`config.mk`:
```
export PLATFORM = sky130hd
export DESIGN_NAME = rvfi_bus_monitor_flat
export DESIGN_NICKNAME = d
export VERILOG_FILES = /design/src/rtl/rvfi_bus_monitor_if.sv /design/src/rtl/rvfi_bus_monitor.sv /design/src/flat_wrapper.sv
export SDC_FILE = /design/constraint.sdc
export NUM_CORES = 1
export LEC_CHECK = 0
export ABC_CLOCK_PERIOD_IN_PS = 2700
export BUFFER_PORTS_ARGS = -buffer_cell sky130_fd_sc_hd__buf_2
export CORE_ASPECT_RATIO = 0.6
export CORE_MARGIN = 1.5
export CORE_UTILIZATION = 30
export DETAILED_ROUTE_END_ITERATION = 10
export GPL_TIMING_DRIVEN = 0
export PLACE_DENSITY = 0.51
export SYNTH_ARGS = -nofsm -noshare
export SYNTH_HDL_FRONTEND = slang
export SYNTH_SLANG_ARGS = --single-unit
```
`constraint.sdc`:
```
create_clock -name clock -period 2.7 [get_ports clock]
set_input_delay 0.27 -clock clock [delete_from_list [all_inputs] [get_ports clock]]
set_output_delay 0.27 -clock clock [all_outputs]
set_load 0.03 [all_outputs]
```
`src/rtl/rvfi_bus_monitor_if.sv`:
```
// Split request/response memory bus as seen by rvfi_bus_monitor.
// The master modport is the side that produces all bus activity, such as a
// core model or a stimulus source. The slave modport is the passive
// observer's view: every signal is an input.
interface rvfi_bus_monitor_if #(
  parameter int XLEN   = 32,
  parameter int BUSLEN = 32
);
  logic                  req_valid;
  logic                  req_ready;
  logic                  req_data;
  logic [XLEN-1:0]       req_addr;
  logic [BUSLEN/8-1:0]   req_rmask;
  logic [BUSLEN/8-1:0]   req_wmask;
  logic [BUSLEN-1:0]     req_wdata;
  logic                  rsp_valid;
  logic [BUSLEN-1:0]     rsp_rdata;
  logic                  rsp_fault;

  modport master (
    output req_valid, req_ready, req_data, req_addr, req_rmask, req_wmask,
           req_wdata, rsp_valid, rsp_rdata, rsp_fault
  );

  modport slave (
    input  req_valid, req_ready, req_data, req_addr, req_rmask, req_wmask,
           req_wdata, rsp_valid, rsp_rdata, rsp_fault
  );
endinterface

```
`src/rtl/rvfi_bus_monitor.sv`:
```
// rvfi_bus_monitor: passive observer of a split request/response bus.
// Requests are queued in order. Each response pairs with the oldest queued
// request and produces one registered RVFI bus event one cycle later.
// Optional feature macro: RISCV_FORMAL_BUS_TIMEOUT_EN adds a head-request
// watchdog that drives timeout_err. Without the macro, timeout_err is 0.
module rvfi_bus_monitor #(
  parameter int XLEN    = 32,
  parameter int BUSLEN  = 32,
  parameter int DEPTH   = 4,
  parameter int TIMEOUT = 64
) (
  input  logic                   clock,
  input  logic                   reset,
  rvfi_bus_monitor_if.slave      bus,
  output logic                   rvfi_bus_valid,
  output logic                   rvfi_bus_insn,
  output logic                   rvfi_bus_data,
  output logic                   rvfi_bus_fault,
  output logic [XLEN-1:0]        rvfi_bus_addr,
  output logic [BUSLEN/8-1:0]    rvfi_bus_rmask,
  output logic [BUSLEN/8-1:0]    rvfi_bus_wmask,
  output logic [BUSLEN-1:0]      rvfi_bus_rdata,
  output logic [BUSLEN-1:0]      rvfi_bus_wdata,
  output logic [$clog2(DEPTH):0] pending,
  output logic                   proto_err,
  output logic                   overflow_err,
  output logic                   timeout_err
);
  localparam int NB = BUSLEN / 8;
  localparam int AW = $clog2(DEPTH);
  localparam int PW = AW + 1;
  localparam logic [PW-1:0] DEPTH_P = PW'(DEPTH);

  if (DEPTH < 2 || (DEPTH & (DEPTH - 1)) != 0) begin : g_bad_depth
    $error("rvfi_bus_monitor: DEPTH must be a power of two, at least 2");
  end
  if (TIMEOUT < 1) begin : g_bad_timeout
    $error("rvfi_bus_monitor: TIMEOUT must be at least 1");
  end

  typedef struct packed {
    logic              data;
    logic [XLEN-1:0]   addr;
    logic [NB-1:0]     rmask;
    logic [NB-1:0]     wmask;
    logic [BUSLEN-1:0] wdata;
  } entry_t;

  entry_t        fifo [DEPTH];
  entry_t        head;
  entry_t        incoming;
  logic [AW-1:0] wr_ptr;
  logic [AW-1:0] rd_ptr;
  logic          accept;
  logic          empty;
  logic          full;
  logic          pop;
  logic          push;

  // Zero every byte lane whose mask bit is clear.
  function automatic logic [BUSLEN-1:0] keep_bytes(input logic [BUSLEN-1:0] value,
                                                   input logic [NB-1:0]     mask);
    logic [BUSLEN-1:0] result;
    result = '0;
    for (int i = 0; i < NB; i++) begin
      result[8*i +: 8] = mask[i] ? value[8*i +: 8] : 8'h00;
    end
    return result;
  endfunction

  assign accept = bus.req_valid && bus.req_ready;
  assign empty  = (pending == '0);
  assign full   = (pending == DEPTH_P);
  // A response never pairs with a request accepted in the same cycle.
  assign pop    = bus.rsp_valid && !empty;
  // A pop in the same cycle frees a slot, so a full queue can still accept.
  assign push   = accept && (!full || pop);
  assign head   = fifo[rd_ptr];
  assign incoming = '{data:  bus.req_data,  addr:  bus.req_addr,
                      rmask: bus.req_rmask, wmask: bus.req_wmask,
                      wdata: bus.req_wdata};

  // Request storage; write the accepted request at the tail.
  // NOTE: the storage array has no reset. The pointers and pending alone decide
  // which entries are live, so stale contents are never observed.
  always_ff @(posedge clock) begin
    if (push) fifo[wr_ptr] <= incoming;
  end

  // Queue pointers and occupancy; push and pop only fire when legal, so pending stays in 0..DEPTH.
  always_ff @(posedge clock) begin
    if (reset) begin
      wr_ptr  <= '0;
      rd_ptr  <= '0;
      pending <= '0;
    end else begin
      if (push) wr_ptr <= wr_ptr + AW'(1);
      if (pop)  rd_ptr <= rd_ptr + AW'(1);
      pending <= pending + PW'(push) - PW'(pop);
    end
  end

  // Sticky protocol flags: response with an empty queue, and accept with no free slot.
  always_ff @(posedge clock) begin
    if (reset) begin
      proto_err    <= 1'b0;
      overflow_err <= 1'b0;
    end else begin
      if (bus.rsp_valid && empty)  proto_err    <= 1'b1;
      if (accept && full && !pop)  overflow_err <= 1'b1;
    end
  end

  // Registered event: head fields merged with the response; all fields are 0 when no event.
  always_ff @(posedge clock) begin
    if (reset || !pop) begin
      rvfi_bus_valid <= 1'b0;
      rvfi_bus_insn  <= 1'b0;
      rvfi_bus_data  <= 1'b0;
      rvfi_bus_fault <= 1'b0;
      rvfi_bus_addr  <= '0;
      rvfi_bus_rmask <= '0;
      rvfi_bus_wmask <= '0;
      rvfi_bus_rdata <= '0;
      rvfi_bus_wdata <= '0;
    end else begin
      rvfi_bus_valid <= 1'b1;
      rvfi_bus_insn  <= !head.data;
      rvfi_bus_data  <= head.data;
      rvfi_bus_fault <= bus.rsp_fault;
      rvfi_bus_addr  <= head.addr;
      rvfi_bus_rmask <= head.rmask;
      rvfi_bus_wmask <= head.wmask;
      rvfi_bus_rdata <= keep_bytes(bus.rsp_rdata, head.rmask);
      rvfi_bus_wdata <= keep_bytes(head.wdata, head.wmask);
    end
  end

`ifdef RISCV_FORMAL_BUS_TIMEOUT_EN
  localparam int TW = $clog2(TIMEOUT + 1);
  localparam logic [TW-1:0] TIMEOUT_C = TW'(TIMEOUT);

  logic [TW-1:0] wait_cnt;

  // Count the cycles the head request has waited; the count saturates at TIMEOUT.
  always_ff @(posedge clock) begin
    if (reset || pop || empty) begin
      wait_cnt <= '0;
    end else if (wait_cnt != TIMEOUT_C) begin
      wait_cnt <= wait_cnt + TW'(1);
    end
  end

  // Sticky watchdog flag.
  always_ff @(posedge clock) begin
    if (reset) begin
      timeout_err <= 1'b0;
    end else if (wait_cnt == TIMEOUT_C && !empty) begin
      timeout_err <= 1'b1;
    end
  end
`else
  assign timeout_err = 1'b0;
`endif

endmodule

```
`src/flat_wrapper.sv`:
```
// flat-port wrapper written by rule: the top's interface ports become plain ports
module rvfi_bus_monitor_flat 
#(
  parameter int XLEN    = 32,
  parameter int BUSLEN  = 32,
  parameter int DEPTH   = 4,
  parameter int TIMEOUT = 64
)
  (clock, reset, rvfi_bus_valid, rvfi_bus_insn, rvfi_bus_data, rvfi_bus_fault, rvfi_bus_addr, rvfi_bus_rmask, rvfi_bus_wmask, rvfi_bus_rdata, rvfi_bus_wdata, pending, proto_err, overflow_err, timeout_err, bus_req_valid, bus_req_ready, bus_req_data, bus_req_addr, bus_req_rmask, bus_req_wmask, bus_req_wdata, bus_rsp_valid, bus_rsp_rdata, bus_rsp_fault);
  rvfi_bus_monitor_if #(.XLEN(XLEN), .BUSLEN(BUSLEN)) bus_i ();
  input  logic clock;
  input  logic reset;
  output logic rvfi_bus_valid;
  output logic rvfi_bus_insn;
  output logic rvfi_bus_data;
  output logic rvfi_bus_fault;
  output logic [XLEN-1:0] rvfi_bus_addr;
  output logic [BUSLEN/8-1:0] rvfi_bus_rmask;
  output logic [BUSLEN/8-1:0] rvfi_bus_wmask;
  output logic [BUSLEN-1:0] rvfi_bus_rdata;
  output logic [BUSLEN-1:0] rvfi_bus_wdata;
  output logic [$clog2(DEPTH):0] pending;
  output logic proto_err;
  output logic overflow_err;
  output logic timeout_err;
  input wire logic [$bits(bus_i.req_valid)-1:0] bus_req_valid;
  input wire logic [$bits(bus_i.req_ready)-1:0] bus_req_ready;
  input wire logic [$bits(bus_i.req_data)-1:0] bus_req_data;
  input wire logic [$bits(bus_i.req_addr)-1:0] bus_req_addr;
  input wire logic [$bits(bus_i.req_rmask)-1:0] bus_req_rmask;
  input wire logic [$bits(bus_i.req_wmask)-1:0] bus_req_wmask;
  input wire logic [$bits(bus_i.req_wdata)-1:0] bus_req_wdata;
  input wire logic [$bits(bus_i.rsp_valid)-1:0] bus_rsp_valid;
  input wire logic [$bits(bus_i.rsp_rdata)-1:0] bus_rsp_rdata;
  input wire logic [$bits(bus_i.rsp_fault)-1:0] bus_rsp_fault;
  assign bus_i.req_valid = bus_req_valid;
  assign bus_i.req_ready = bus_req_ready;
  assign bus_i.req_data = bus_req_data;
  assign bus_i.req_addr = bus_req_addr;
  assign bus_i.req_rmask = bus_req_rmask;
  assign bus_i.req_wmask = bus_req_wmask;
  assign bus_i.req_wdata = bus_req_wdata;
  assign bus_i.rsp_valid = bus_rsp_valid;
  assign bus_i.rsp_rdata = bus_rsp_rdata;
  assign bus_i.rsp_fault = bus_rsp_fault;
  rvfi_bus_monitor #(.XLEN(XLEN), .BUSLEN(BUSLEN), .DEPTH(DEPTH), .TIMEOUT(TIMEOUT)) u_core (.clock(clock), .reset(reset), .bus(bus_i), .rvfi_bus_valid(rvfi_bus_valid), .rvfi_bus_insn(rvfi_bus_insn), .rvfi_bus_data(rvfi_bus_data), .rvfi_bus_fault(rvfi_bus_fault), .rvfi_bus_addr(rvfi_bus_addr), .rvfi_bus_rmask(rvfi_bus_rmask), .rvfi_bus_wmask(rvfi_bus_wmask), .rvfi_bus_rdata(rvfi_bus_rdata), .rvfi_bus_wdata(rvfi_bus_wdata), .pending(pending), .proto_err(proto_err), .overflow_err(overflow_err), .timeout_err(timeout_err));
endmodule
```
Yosys cells after proc, flatten, opt, wreduce, memory -nomap -nowiden

Memory sizes are Yosys's and may differ from the RTL's. A register that Yosys moved wholly into a read port is not among the register bits.
Cells that the tools add are included.
W data, S select, Z words.

Word-level logic and storage cells: 60
Memories kept: 1
Register bits after elaboration: 117
Input bits: 111
Bits in writable memories: 292

Memories:

| memory      | words | width | read ports | clocked after memory_dff | wr ports | RTL line               | RTL |
|---|---|---|---|---|---|---|---|
| u_core.fifo | 4     | 73    | 1          | 1                        | 1        | rvfi_bus_monitor.sv:49 | `entry_t fifo [DEPTH];` |

Reduce and logical (&&, ||, !) cells: 21
Equality and inequality tests: 1
$add $sub $neg: 4
Bitwise operators: 8
Multiplexer cells: 5

Operators with widths:

| operator              | count |
|---|---|
| $reduce_or A2 Y1      | 8 |
| $not A1 Y1            | 8 |
| $logic_and A1 B1 Y1   | 6 |
| $add A2 B1 Y2 const B | 2 |
| $logic_not A1 Y1      | 4 |
| $mux W2               | 2 |
| $add A3 B1 Y3         | 1 |
| $eq A3 B3 Y1 const B  | 1 |
| $logic_not A3 Y1      | 1 |
| $mux W1               | 3 |
| $sub A3 B1 Y3         | 1 |
| $logic_or A1 B1 Y1    | 2 |

Logic depth before layout (Yosys ltp)

Gate-level depths: netlist (run 1).

Depth after elaboration: 7
Depth in mapped cells: 11

Worst setup path before layout (run 1)

No wires, ideal clock.

Path kind: reg-to-reg
Start: register u_core.pending[1]
End: memory u_core.fifo[0][0] (netlist name) (enable)
Data arrival time: 2.639 ns
Stages on the path, launching flop included: 3
Setup slack: -0.378 ns
Buffers on the path: 0
Library setup time: 0.439 ns
Cell sequence: dfxtp_1 or4b_2 and3_1

Cells in the longest elaborated chain, start to end: 7

RTL lines:

| item                              | RTL line               | RTL |
|---|---|---|
| start, declared                   | rvfi_bus_monitor.sv:24 | `output logic [$clog2(DEPTH):0] pending,` |
| start signal, assigned            | rvfi_bus_monitor.sv:99 | `pending <= pending + PW'(push) - PW'(pop);` |
| $logic_not A3 Y1                  | rvfi_bus_monitor.sv:72 | `assign empty = (pending == '0);` |
| $logic_not A1 Y1                  | rvfi_bus_monitor.sv:75 | `assign pop = bus.rsp_valid && !empty;` |
| $logic_and A1 B1 Y1               | rvfi_bus_monitor.sv:75 |  |
| $logic_or A1 B1 Y1 (*)            | rvfi_bus_monitor.sv:77 | `assign push = accept && (!full \|\| pop);` |
| $logic_and A1 B1 Y1 (*)           | rvfi_bus_monitor.sv:77 |  |
| $mux W1 (*)                       | rvfi_bus_monitor.sv:87 | `if (push) fifo[wr_ptr] <= incoming;` |
| $mux W1 (not written as such) (*) | rvfi_bus_monitor.sv:87 |  |
| end, declared                     | rvfi_bus_monitor.sv:49 |  |

Mark *: on every way between the ends. The rest lies on a longest branch, timed or not.

Worst setup path after layout (run 1)

Start: register u_core.pending[2]
End: register u_core.pending[2]

Cells in the longest elaborated chain, start to end: 7

RTL lines:

| item                | RTL line |
|---|---|
| $logic_not A3 Y1    | rvfi_bus_monitor.sv:72 |
| $logic_not A1 Y1    | rvfi_bus_monitor.sv:75 |
| $logic_and A1 B1 Y1 | rvfi_bus_monitor.sv:75 |
| $logic_or A1 B1 Y1  | rvfi_bus_monitor.sv:77 |
| $logic_and A1 B1 Y1 | rvfi_bus_monitor.sv:77 |
| $add A3 B1 Y3       | rvfi_bus_monitor.sv:99 |
| $sub A3 B1 Y3 (*)   | rvfi_bus_monitor.sv:99 |

Marks and branches as above.
A chain may end at the register's enable or synchronous reset.

==> flow_summary.toml, run 1 <==
[setup_path]
rrSetupSlack_ns = 0.18
slowest_stage = "sky130_fd_sc_hd__o31a_4"
setup.worst_path.end = "u_core.pending[2]"
worst-r2r-cell-count = 10
r2r_path_start = "u_core.pending[2]"
worst_setup_path_start_kind = "register"
crit_fanout = 19
critPathBufInv = 3
timing.critical_path.depth = 10
cp_data_required_time_ns = 3.16
cp_cell_sequence = "o31a_4, buf_4, ha_1, inv_1, ha_1, inv_1, fa_1, xor2_1, and2_1, nor3_1"
worstPathArrival_ns = 2.98
cp_slowest_stage_delay_ns = 0.45
crit_path_end_kind = "register"
r2r_end = "u_core.pending[2]"
worst_setup_path_startpoint = "u_core.pending[2]"
critical-path-top-delay-family = "adder cells"
path_class = "register to register"

[timing]
fin_crit_sh_pct = 93.4
max_slew.worst_pin.slew_ns = 0.715
layout_min_cycle_time_ns = 2.52
maximum_achievable_frequency_mhz = 396
timing.final.setup_violations = 0
finalClockSkew_ns = 0.0207
setup_slack_ns = 0.177
report.final.slew_viol_count = 0
max_slew_margin_pct = 52.3
timing_hold_violations_final = 0
unrepaired_setup_endpoints_after_global_routing = "false"

[floorplanning]
design.die.area_sq_mm = 0.0482
placeableCoreArea_sq_mm = 0.0463
chipHeight_microns = 171
std_cell_rows = 61
initial_core_util_pct = 30.4
ioPinCount = 225
die_width_microns = 282

[global_routing]
gr-usage-all-layers_pct = 12.5
grt_antenna_before_repair = 1
grt_max_degree = 43
vias_in_the_first_global_route = 7522
grt_pass1_wl_mm = 45.0
overflow = 0

[cts]
post_cts_setup_repair_buffer_count = 0
clk_pin_slew_ns = 0.06
sink_count_of_the_clock_tree = 411
cts_buffers = 41
tritoncts = "done"
root_buffer = "sky130_fd_sc_hd__clkbuf_16"
clock_tree.htree_level_count = 2
clkLatencyLatePin_ns = 0.54
cts_max_path_buffers = 3

[placed_design]
post_dp_cell_area_sq_mm = 0.0161
placement.setup.worst_slack_ns = -0.726
numPortBuffers = 223
gpl.final_weighted_congestion = 0.661
detailed_place_hpwl_mm = 18.8

[synthesis]
most_used_dff_post_synth = "sky130_fd_sc_hd__edfxtp_1"
yosys.cell_types.count = 29
syn_avg_cell_area_sq_um = 20.8
cell_count_after_synthesis = 674
synthArstFlopShare_pct = 0
synth.ff_latch_count = 411
synth_enable_flop_cells = 292
count_of_warnings_emitted_by_yosys = 0
synth-seq-area-share_pct = 79.4
syn_nets = 792
synthesis.area_sq_mm = 0.0140

[detailed_routing]
drt_iter0_drc = 499
postRouteWirelength_mm = 30.5
dr_total_vias = 7238
viasPerCell = 4.23
drt.antenna.violating_nets = 0
drt_pre_antenna_iters = 4
detail_route.wl_per_cell_microns = 17.8
drc_errors = 0

[worst_hold_path]
hold_path.class = "input pin to register"

[outcome]
result_of_the_run = "finished clean"

[power_and_ir_drop]
power-per-cell-area_mw_per_mm2 = 861
power.ir.vdd_worst_mv = 0.380
reported_leakage_power_nw = 6.96

[layout]
areaGrowthSynthToFinish_pct = 31.9
stdcell_area_sq_mm = 0.0185
design.final.nets = 1168
share_of_post_route_cells_with_drive_strength_above_1_pct = 36.8

[flow_run]
drv_cap = 0
[where the power goes]
| group | switching, mW | internal, mW | leakage [nW] | total [mW] |
|---|---|---|---|---|
| clock network | 2.39 | 3.40 | 0.666 | 5.78 |
| registers | 0.140 | 7.13 | 3.62 | 7.27 |
| logic | 1.55 | 1.35 | 2.67 | 2.90 |
| total | 4.08 | 11.9 | 6.96 | 16.0 |
[through the flow]
step / std cells / total power, mW / hold slack (ns) / setup TNS, ns / utilization [%]
after detailed placement: 1531 / 10.3 / 0.457 / -1.26 / 34.7
after floorplan: 674 / 9.38 / 0.342 / 0 / -
final: 1713 / 16.0 / 0.0495 / 0 / 40.1
after global placement: 1527 / 10.2 / 0.449 / -68.13 / 34.5
after global routing: 1713 / 16.7 / 0.0798 / 0 / 40.1
after CTS: 1712 / 16.2 / 0.0234 / 0 / 40.0
[state kept, by name, indices dropped and copies added (netlist names), 2 cells and up, named ones only]
register	count
u_core.rd_ptr	2
u_core.rvfi_bus_wdata	32
u_core.wr_ptr	2
u_core.rvfi_bus_rdata	32
u_core.fifo	292
u_core.rvfi_bus_rmask	4
u_core.rvfi_bus_wmask	4
u_core.pending	3
u_core.rvfi_bus_addr	32
[cells in the final DEF (no fill, tap or decap), drive strengths merged, types with 4 or more instances in the layout]
cell type / netlist / routed
clkinvlp: 0 / 4
clkinv: 0 / 8
and2: 67 / 67
nor2: 9 / 9
dfxtp: 119 / 119
a21oi: 4 / 4
buf: 26 / 253
ha: 6 / 6
and3: 46 / 46
edfxtp: 292 / 292
inv: 6 / 10
dlygate4sd3: 0 / 107
mux4: 73 / 73
clkbuf: 8 / 62
bufinv: 0 / 4
[tightest hold or removal path: stages]
cell and delay [ns]:
sky130_fd_sc_hd__buf_2 0.14, sky130_fd_sc_hd__a21oi_1 0.07, sky130_fd_sc_hd__nor2_1 0.07
[synth_stat cells (2+ instances only)]
master	number	share of area [%]
sky130_fd_sc_hd__edfxtp_1	292	62
sky130_fd_sc_hd__dfxtp_1	119	17
sky130_fd_sc_hd__mux4_2	73	12
sky130_fd_sc_hd__and2_1	66	2.9
sky130_fd_sc_hd__and3_1	46	2.0
sky130_fd_sc_hd__buf_2	12	0.43
sky130_fd_sc_hd__nor2_1	9	0.24
sky130_fd_sc_hd__buf_6	8	0.64
sky130_fd_sc_hd__clkbuf_1	8	0.21
sky130_fd_sc_hd__ha_1	6	0.53
sky130_fd_sc_hd__inv_1	6	0.16
sky130_fd_sc_hd__a21oi_1	4	0.14
sky130_fd_sc_hd__buf_12	3	0.43
sky130_fd_sc_hd__buf_4	2	0.11
sky130_fd_sc_hd__nand3_1	2	0.071
sky130_fd_sc_hd__nor2b_1	2	0.089
sky130_fd_sc_hd__nor3_1	2	0.071
sky130_fd_sc_hd__o21ai_0	2	0.071
sky130_fd_sc_hd__xor2_1	2	0.12
[cells by family after synthesis]
| logic type | after synthesis | share of synthesized area [%] |
|---|---|---|
| flip-flops | 411 | 79.4 |
| AND/OR/NAND/NOR | 131 | 5.67 |
| multiplexers | 73 | 11.7 |
| buffers and inverters | 40 | 2.00 |
| AO/OA/AOI/OAI | 8 | 0.339 |
| adder cells (fa/ha/maj) | 7 | 0.677 |
| XOR/XNOR | 3 | 0.187 |
| other | 1 | 0.0267 |
[routing by layer]
metal / global-route usage (%) / up-vias / part of all wire, %
met3: 2.94 / 46 / 4.5
li1: - / 3371 / -
met1: 16.8 / 3677 / 45
met5: 0 / - / 0
met2: 20.7 / 144 / 49
met4: 3.00 / 0 / 1.7
[cell type report]
class                      instances  area, sq um
fill                            4263        27700
sequential                       411        11200
multi-input combinational        223         2640
timing repair buffer             334         2290
clock buffer                      55         1150
tap                              630          788
buffer                            33          258
clock inverter                    20          226
inverter                           6         22.5
antenna                            1         2.50
[how the worst min path moves through the flow]
stage | startpoint | to | cells after the start
6_report | bus_rsp_valid | u_core.proto_err | 3
2_1_floorplan | reset | u_core.pending[0] | 1
4_1_cts | bus_rsp_valid | u_core.proto_err | 3
3_3_place_gp | u_core.proto_err | u_core.proto_err | 2
3_5_place_dp | u_core.proto_err | u_core.proto_err | 2
5_1_grt | bus_rsp_valid | u_core.proto_err | 3
[repair_timing]
item / 4_1_cts / 5_1_grt
hold buffers: 107 / 0
endpoints found under the setup margin: 3 / 1
endpoints found under the hold margin: 326 / 0
resized for setup: 2 / 2
Note: power is estimated with default switching activity, not from simulation.
==> run 2, diff against run 1 <==
--- a/config.mk
+++ b/config.mk
@@ -5,6 +5,7 @@
 export SDC_FILE = /design/constraint.sdc
 export NUM_CORES = 1
 export LEC_CHECK = 0
+export ABC_AREA = 1
 export ABC_CLOCK_PERIOD_IN_PS = 2700
 export BUFFER_PORTS_ARGS = -buffer_cell sky130_fd_sc_hd__buf_2
 export CORE_ASPECT_RATIO = 0.6
==> run 2 against run 1 <==
  * Utilization down 0.31 points
  * Fmax increased by 10%
  * Largest cell class unchanged
  * Critical path type unchanged
  * Critical path depth is 4 lower
  * First-iteration DRC count rose by 22%
  * Sequential share of layout area fell by 3.3 points
  * Via count is 38% higher
  * Setup slack better by 0.24 ns
  * Power is 3.4% higher
  * Non-clock buffer count grew 26
  * Final cell count up 40%
==> flow_summary.toml, run 2 <==
[outcome]
result_of_the_run = "finished clean"

[setup_path]
crit_fanout = 23
worst-r2r-cell-count = 6
worst_setup_path_start_kind = "register"
path_class = "register to register"
crit_path_end_kind = "register"
cp_data_required_time_ns = 2.93
worstPathArrival_ns = 2.52

[detailed_routing]
drt.antenna.violating_nets = 0
drt_pre_antenna_iters = 5
drt_iter0_drc = 611
dr_total_vias = 9964
postRouteWirelength_mm = 37.8
drc_errors = 0
viasPerCell = 4.16
detail_route.wl_per_cell_microns = 15.8

[synthesis]
synth_enable_flop_cells = 292
synthArstFlopShare_pct = 0
synthesis.area_sq_mm = 0.0150
cell_count_after_synthesis = 1326
synth.ff_latch_count = 411
synth.largest_area_cell = "sky130_fd_sc_hd__edfxtp_1"
post_synthesis_compound_gate_area_fraction_pct = 3.58
top_count_cell_post_synth = "sky130_fd_sc_hd__edfxtp_1"
post_synth_xor_area_fraction_pct = 0
most_used_dff_post_synth = "sky130_fd_sc_hd__edfxtp_1"
synth_top_cell_area_share_pct = 58.6
yosys.cell_types.count = 22
synth-seq-area-share_pct = 74.5
synth_area_leaders = "sky130_fd_sc_hd__edfxtp_1 59%, sky130_fd_sc_hd__dfxtp_1 16%, sky130_fd_sc_hd__nand2_1 7.1%"
syn_nets = 1444
ys_top_cells_by_count = "292 x sky130_fd_sc_hd__edfxtp_1, 283 x sky130_fd_sc_hd__nand2_1, 209 x sky130_fd_sc_hd__nor2_1"
combinational_family_with_the_most_area_after_synthesis = "simple AND/OR/NAND/NOR gates"
synth.mux.area_fraction_pct = 0
synthSimpleGateAreaFrac_pct = 14.7
synth_fa_ha_area_share_pct = 0.636
syn_avg_cell_area_sq_um = 11.3
count_of_warnings_emitted_by_yosys = 0

[floorplanning]
ioPinCount = 225
die_width_microns = 291
chipHeight_microns = 176
design.die.area_sq_mm = 0.0513
initial_core_util_pct = 30.4
std_cell_rows = 63
placeableCoreArea_sq_mm = 0.0493

[timing]
timing.final.setup_violations = 0
unrepaired_setup_endpoints_after_global_routing = "false"
max_slew.worst_pin.slew_ns = 0.812
fin_crit_sh_pct = 84.7
max_slew_margin_pct = 45.9
timing.hold.ws_ns = 0.110
report.final.slew_viol_count = 0
maximum_achievable_frequency_mhz = 437
timing_hold_violations_final = 0
layout_min_cycle_time_ns = 2.29
finalClockSkew_ns = 0.0289

[power_and_ir_drop]
power-per-cell-area_mw_per_mm2 = 842
power.ir.vdd_worst_mv = 0.421
p_total_mw = 16.5
reported_leakage_power_nw = 8.57

[global_routing]
grt_pass1_wl_mm = 57.7
grt_antenna_before_repair = 4
grt_util_met2_pct = 24.3
vias_in_the_first_global_route = 9933
overflow = 0
gr-max-usage-layer = "met2"
globalRouteMet1Util_pct = 20.1
gr-usage-all-layers_pct = 14.8
grt_max_degree = 26
globalRouteMet3Util_pct = 3.29

[worst_hold_path]
hold_path.class = "input pin to register"
min_delay_path_depth = 3

[cts]
cts_max_path_buffers = 3
cts_resized = 0
clk_pin_slew_ns = 0.06
root_buffer = "sky130_fd_sc_hd__clkbuf_16"
sink_count_of_the_clock_tree = 411
clock_tree.htree_level_count = 2
cts_buffers = 41
tritoncts = "done"
post_cts_setup_repair_buffer_count = 0
clkLatencyLatePin_ns = 0.55

[layout]
design.final.nets = 1829
register_with_the_highest_flop_count = "u_core.fifo"
largest_register_ffs = 292
share_of_post_route_cells_with_drive_strength_above_1_pct = 19.9
layout.cells.most_common_list = "292 x sky130_fd_sc_hd__edfxtp_1, 283 x sky130_fd_sc_hd__nand2_1, 252 x sky130_fd_sc_hd__buf_2"
multi_input_comb_area_sq_mm = 0.00286
ff_latch_area_sq_mm = 0.0112
areaGrowthSynthToFinish_pct = 30.9
fillCellCount = 4771
most_frequent_standard_cell_in_the_layout_excluding_fill_and_tap_cells = "sky130_fd_sc_hd__edfxtp_1"

[placed_design]
gpl.final_weighted_congestion = 0.719
numPortBuffers = 223
detailed_place_hpwl_mm = 24.5

[flow_run]
drv_cap = 0
==> run 2: cells by family (layout without fill, tap and decap cells) <==
family                     after synthesis  count (layout)
and+or+nand+nor                        556             556
DFF                                    411             411
buffers and inverters                  246             663
AOI/OAI and AO/OA                      105             105
adders and majority gates                7               7
other                                    1               2
==> run 2: area by class of cell <==
type / count / share of cell area [%]
flip-flops and latches: 411 / 56.9
multi-input cells: 669 / 14.6
repair buffers: 342 / 12.4
clock buffers: 56 / 5.92
well taps: 650 / 4.15
inverters: 195 / 3.74
plain buffers: 51 / 1.28
clock inverters: 19 / 0.946
diodes: 1 / 0.0128
==> run 2: where the power goes <==
group	internal (mW)	total, mW	switching, mW
Sequential	7.18	7.30	0.128
Clock	3.32	5.71	2.39
Combinational	1.03	3.47	2.44
Total	11.5	16.5	4.96
==> run 2: final timing paths <==
| check | start | to | slack, ns |
|---|---|---|---|
| max | u_core.pending[1] | u_core.fifo[3][10] | 0.41 |
| min | bus_rsp_valid | u_core.rd_ptr[1] | 0.11 |
| min reg2reg | u_core.overflow_err | u_core.overflow_err | 0.45 |
| max reg2reg | u_core.pending[1] | u_core.fifo[3][10] | 0.41 |
==> run 2: per-layer routing <==
layer / vias up / wire length, microns / share of wire [%]
met4: 0 / 463 / 1.2
li1: 5020 / - / -
met1: 4687 / 17900 / 47
met3: 41 / 1970 / 5.2
met2: 216 / 17500 / 46
met5: - / 0 / 0
==> run 2: repair_timing <==
action,in CTS,in global routing
endpoints found under the hold margin,330,0
endpoints found under the setup margin,0,0
hold buffers,107,0
==> run 2: stage by stage <==
stage               cell area (sq um)  std cells  TNS, ns  utilization [%]  setup WS, ns
global placement                16900       2199  -684.10             34.3         -2.39
finish                          19600       2394        0             39.8         0.412
detailed placement              17200       2211        0             34.8         0.398
global route                    19600       2393        0             39.7         0.246
CTS                             19600       2393        0             39.7         0.405
floorplan                       15000       1326  -199.03                -        -0.682
==> run 2: critical path: stages, from the launching register on <==
cell                      delay (ns)
sky130_fd_sc_hd__dfxtp_1        0.42
sky130_fd_sc_hd__nor2_1         0.11
sky130_fd_sc_hd__nand3_1        0.18
sky130_fd_sc_hd__nand2_1        0.30
sky130_fd_sc_hd__nor2_4         0.50
sky130_fd_sc_hd__buf_16         0.23
sky130_fd_sc_hd__buf_12         0.20
